[src/rtl/fetch_decode_stage_pkg.sv]
// Shared definitions for the IF stage: opcode values, instruction field
// positions and the run FSM state encoding.
package fetch_decode_stage_pkg;

    localparam logic [3:0] OP_SW   = 4'b0000;
    localparam logic [3:0] OP_ADD  = 4'b0001;
    localparam logic [3:0] OP_OR   = 4'b0011;
    localparam logic [3:0] OP_SUBI = 4'b0111;
    localparam logic [3:0] OP_NAND = 4'b1111;

    // Register fields are 4 bits wide; field 0 is rt/imm, 1 is rs, 2 is rd.
    localparam int FIELD_W  = 4;
    localparam int N_FIELDS = 3;
    localparam int OPC_W    = 4;

    typedef enum logic [1:0] {
        ST_IDLE  = 2'd0,
        ST_RUN   = 2'd1,
        ST_DRAIN = 2'd2,
        ST_DONE  = 2'd3
    } fds_state_e;

endpackage

[src/rtl/fetch_decode_stage_if_id_reg.sv]
// IF/ID pipeline register: {instr, pc, valid} with hold (stall) and
// bubble (valid cleared, payload kept) controls.
module if_id_reg
    import fetch_decode_stage_pkg::*;
#(
    parameter int IW = 16,
    parameter int AW = 8
) (
    input  logic          clk,
    input  logic          rst,
    input  logic          hold_i,
    input  logic          bubble_i,
    input  logic [IW-1:0] instr_i,
    input  logic [AW-1:0] pc_i,
    output logic [IW-1:0] instr_o,
    output logic [AW-1:0] pc_o,
    output logic          valid_o
);

    logic [IW+AW:0] data_q, data_d;

    // hold wins over bubble so a stalled bubble keeps whatever valid it had
    always_comb begin
        data_d = data_q;
        if (!hold_i) begin
            if (bubble_i) begin
                data_d[0] = 1'b0;
            end else begin
                data_d = {instr_i, pc_i, 1'b1};
            end
        end
    end

    always_ff @(posedge clk or posedge rst) begin
        if (rst) begin
            data_q <= '0;
        end else begin
            data_q <= data_d;
        end
    end

    assign instr_o = data_q[IW+AW:AW+1];
    assign pc_o    = data_q[AW:1];
    assign valid_o = data_q[0];

endmodule

[src/rtl/fetch_decode_stage.sv]
// IF stage: PC, run FSM and drain counter, feeding the IF/ID register and
// presenting decoded fields plus a bubble/stall request to the control unit.
module fetch_decode_stage
    import fetch_decode_stage_pkg::*;
#(
    parameter int IW       = 16,
    parameter int AW       = 8,
    parameter int PROG_LEN = 16,
    parameter int DRAIN    = 4
) (
    input  logic          clk,
    input  logic          rst,
    input  logic          start,
    input  logic          stall_in,
    output logic          im_en,
    output logic [AW-1:0] im_addr,
    input  logic [IW-1:0] im_rdata,
    output logic [AW-1:0] if_id_pc,
    output logic          if_id_valid,
    output logic [3:0]    opcode,
    output logic [3:0]    rd,
    output logic [3:0]    rs,
    output logic [3:0]    rt_imm,
    output logic          ctrl_st,
    output logic          busy,
    output logic          done
);

    localparam int             DCW        = $clog2(DRAIN + 1);
    localparam logic [AW-1:0]  LAST_PC    = AW'(PROG_LEN - 1);
    localparam logic [DCW-1:0] DRAIN_LAST = DCW'(DRAIN - 1);

    fds_state_e     state_q;
    logic [AW-1:0]  pc_q;
    logic [DCW-1:0] drain_cnt_q;
    logic           done_q;

    logic           fetching;
    logic [IW-1:0]  ifid_instr;
    logic [FIELD_W-1:0] field [N_FIELDS];

    assign fetching = (state_q == ST_RUN);
    assign busy     = (state_q == ST_RUN) || (state_q == ST_DRAIN);

    // The last fetch parks the PC at LAST_PC so it never wraps, even when
    // PROG_LEN fills the whole address space.
    always_ff @(posedge clk or posedge rst) begin
        if (rst) begin
            state_q     <= ST_IDLE;
            pc_q        <= '0;
            drain_cnt_q <= '0;
            done_q      <= 1'b0;
        end else begin
            case (state_q)
                ST_IDLE, ST_DONE: begin
                    if (start) begin
                        state_q <= ST_RUN;
                        pc_q    <= '0;
                        done_q  <= 1'b0;
                    end
                end
                ST_RUN: begin
                    if (!stall_in) begin
                        if (pc_q == LAST_PC) begin
                            state_q     <= ST_DRAIN;
                            drain_cnt_q <= '0;
                        end else begin
                            pc_q <= pc_q + AW'(1);
                        end
                    end
                end
                ST_DRAIN: begin
                    if (!stall_in) begin
                        if (drain_cnt_q == DRAIN_LAST) begin
                            state_q <= ST_DONE;
                            done_q  <= 1'b1;
                        end else begin
                            drain_cnt_q <= drain_cnt_q + DCW'(1);
                        end
                    end
                end
                default: state_q <= ST_IDLE;
            endcase
        end
    end

    if_id_reg #(
        .IW (IW),
        .AW (AW)
    ) u_if_id (
        .clk      (clk),
        .rst      (rst),
        .hold_i   (stall_in & busy),
        .bubble_i (~fetching),
        .instr_i  (im_rdata),
        .pc_i     (pc_q),
        .instr_o  (ifid_instr),
        .pc_o     (if_id_pc),
        .valid_o  (if_id_valid)
    );

    genvar gi;
    generate
        for (gi = 0; gi < N_FIELDS; gi++) begin : g_field
            assign field[gi] = ifid_instr[gi*FIELD_W +: FIELD_W];
        end
    endgenerate

    assign opcode  = ifid_instr[IW-1 -: OPC_W];
    assign rd      = field[2];
    assign rs      = field[1];
    assign rt_imm  = field[0];
    assign im_en   = fetching;
    assign im_addr = pc_q;
    assign done    = done_q;
    assign ctrl_st = stall_in | ~if_id_valid;

endmodule

[config.mk]
export PLATFORM = sky130hd
export DESIGN_NAME = fetch_decode_stage
export DESIGN_NICKNAME = d
export VERILOG_FILES = /design/src/rtl/fetch_decode_stage_pkg.sv /design/src/rtl/fetch_decode_stage_if_id_reg.sv /design/src/rtl/fetch_decode_stage.sv
export SDC_FILE = /design/constraint.sdc
export NUM_CORES = 1
export LEC_CHECK = 0
export CAP_MARGIN = 0
export CORE_ASPECT_RATIO = 0.9
export CORE_MARGIN = 2
export CORE_UTILIZATION = 55
export CTS_CLUSTER_SIZE = 30
export DETAILED_ROUTE_END_ITERATION = 12
export DONT_BUFFER_PORTS = 1
export PLACE_DENSITY = 0.79
export REMOVE_ABC_BUFFERS = 1
export SLEW_MARGIN = 10
export SYNTH_ARGS = -nofsm -noshare
export SYNTH_HDL_FRONTEND = slang
export SYNTH_SLANG_ARGS = --single-unit
[constraint.sdc]
create_clock -name clk -period 2.1 [get_ports clk]
set_input_delay 0.42 -clock clk [delete_from_list [all_inputs] [get_ports clk]]
set_output_delay 0.42 -clock clk [all_outputs]
set_load 0.01 [all_outputs]
==> out/results.ini <==
[run_status]
status=completed

[layout]
fin_util_pct=64.24
n_antenna_cell=0
drive_gt1_share_pct=13.46
final-instance-count-excl-fill=198
mostFrequentLayoutCells=dfrtp_1, mux2_1, nand2_1
final_common_cell=dfrtp_1
nNetsFinal=181
area_delta_synth_final_pct=9.897
fin_area_um2=2001

[power]
p_comb_share_pct=37.0
leakagePower_nw=0.9407
p_sw_share_pct=39.46
ir_worst_vdd_uv=895.6
pwr-share-seq_pct=43.8
p_int_mw=1.932
power.switching_mw=1.259
p_per_area_nw_per_um2=1595
clkPwrFrac_pct=19.2

[logic_synthesis]
synthCells=148
synth_warnings=0
synth_edf_count=0
async_flop_share_pct=100.0
yosys.area.top_type=dfrtp_1
yosysTopAreaCellShare_pct=53.61
synth_area_um2=1820
synth.distinct_cells=38
syn_area_per_cell_um2=12.30
synth.ff_latch_count=39
synth.area.top_cells=dfrtp_1, mux2_1, ha_1
yosysSeqAreaShare_pct=53.61
synthFlopType=dfrtp_1

[die]
rows=19
core-area_um2=3114
pin_count=57
die_y_um=58.58
dieArea_um2=3787
die_w_um=64.65
start_util_pct=58.46

[cts]
cts_max_level=2
postCtsSetupRepairBufs=0
cts-root-buf=clkbuf_8
clk_latency_ns=0.29
path_clk_slew_ns=0.08
cts_buffer_depth=2
post_cts_resized=0
cts_tree=yes
cts_sinks=39
hold_buffers=0
numCtsBuffers=5

[worst_setup_path]
crit_family=flip-flops
critPathLaunchType=flop
crit_slowest_cell=dfrtp_1
worstPathRequired_ns=2.28
worstPathMaxFanout=6
cp-end-kind=flop
reg2reg_depth=5
critPathMaxStageDelay_ns=0.48
cp.arrival_ns=2.07
critPathBufInv=0
crit_chain=ha_1, and3_1, nand2_2, a211o_1, mux2_4
crit_type=flop to flop
timing.rr.end=drain_cnt_q[0]
r2r_start=im_addr[1]
reg2reg_slack_ns=0.21

[run]
cap_viol_max_count=0

[place]
dpl_cell_area_um2=1888
port_buffers=0
placed_cells=190
dp_hpwl_um=2469
gp_congestion=0.9040

[grt]
gr-total-overflow=0
grt_pass1_wl_um=5457
antenna_found_initial=0
grt_pass1_vias=1184
grt_max_degree=40
grt.total_usage_pct=19.09

[timing]
finalHoldViolations=0
worst_slew_pin_slew_ns=0.5596
finalSetupTns_ns=0
slew_viol_final=0
fin_crit_sh_pct=90.23
fmax_ghz=0.5278
skew_ns=0.009416
relSlewSlack_pct=62.53
rsz0062_at_grt=false
min_period_ns=1.895
setup_viol=0

[routing]
first_pass_iters=4
drc=0
drt_wl_total_um=3398
vias=1180
vias_per_cell=5.960
antenna_left=0
routedWlPerCell_um=17.16
drtIter0Drc=76

[hold_path]
min_path_type=input pin to async pin

-- power by group through the flow --
stage	combinational, mW	sequential [mW]	clock [mW]
floorplan	0.907	1.36	0
global placement	1.13	1.40	0
detailed placement	1.19	1.41	0
CTS	1.19	1.40	0.628
global route	1.31	1.44	0.662
finish	1.18	1.40	0.613
-- cells by family (layout without fill, tap and decap cells) --
group | count (synthesis) | in the layout | share of synthesized area [%]
flip-flops | 39 | 39 | 53.61
adder cells (fa/ha/maj) | 6 | 6 | 4.124
AND/OR/NAND/NOR | 38 | 38 | 11.89
buffers and inverters | 15 | 23 | 3.299
AO/OA/AOI/OAI | 18 | 18 | 7.561
multiplexers | 32 | 32 | 19.52
-- final cells by class --
cell class | count | area (um^2)
Clock buffer | 5 | 68.82
Timing Repair Buffer | 5 | 37.54
Multi-Input combinational cell | 94 | 784.5
Clock inverter | 3 | 43.79
Inverter | 10 | 37.54
Fill cell | 234 | 1114
Tap cell | 42 | 52.55
Sequential cell | 39 | 975.9
-- state kept, by name, summed over array words and instances, names as in the netlist --
name	cells
drain_cnt_q	3
state_q	2
done	1
u_if_id.data_q	25
im_addr	8
-- metrics by stage --
step           total power, mW  worst slack [ns]  hold WS [ns]
6_report                 3.191            0.2052        0.1354
5_1_grt                  3.411           0.07657        0.1617
2_1_floorplan            2.269           0.04872        0.4963
3_5_place_dp             2.606            0.2249        0.4530
3_3_place_gp             2.527            0.2891        0.4425
4_1_cts                  3.225            0.2029        0.1372
-- routing by layer --
layer / wire, um / vias to the layer above / global-route usage, %
met2: 1738 / 32 / 33.33
met4: 0 / 0 / 4.559
met5: 0 / - / 0
met3: 182 / 0 / 7.075
li1: - / 547 / -
met1: 1478 / 601 / 22.72
-- how the worst max path moves through the flow --
stage	from	end	slack, ns	cells past startpoint
after floorplan	state_q[0]	u_if_id.data_q[10]	0.05	4
after global placement	im_addr[1]	drain_cnt_q[0]	0.29	5
after detailed placement	im_addr[1]	drain_cnt_q[0]	0.22	5
after CTS	im_addr[1]	drain_cnt_q[0]	0.20	5
after global routing	state_q[0]	im_addr[4]	0.08	6
final	im_addr[1]	drain_cnt_q[0]	0.21	5
-- Yosys cell counts (3+ instances only) --
library cell,number
o211ai_1,3
inv_1,6
inv_2,4
nand4_1,3
nand3_1,6
mux2i_1,7
mux2_1,24
dfrtp_1,39
and3_1,3
buf_2,3
nand2_1,11
ha_1,6
Note: power is estimated with default switching activity, not from simulation.
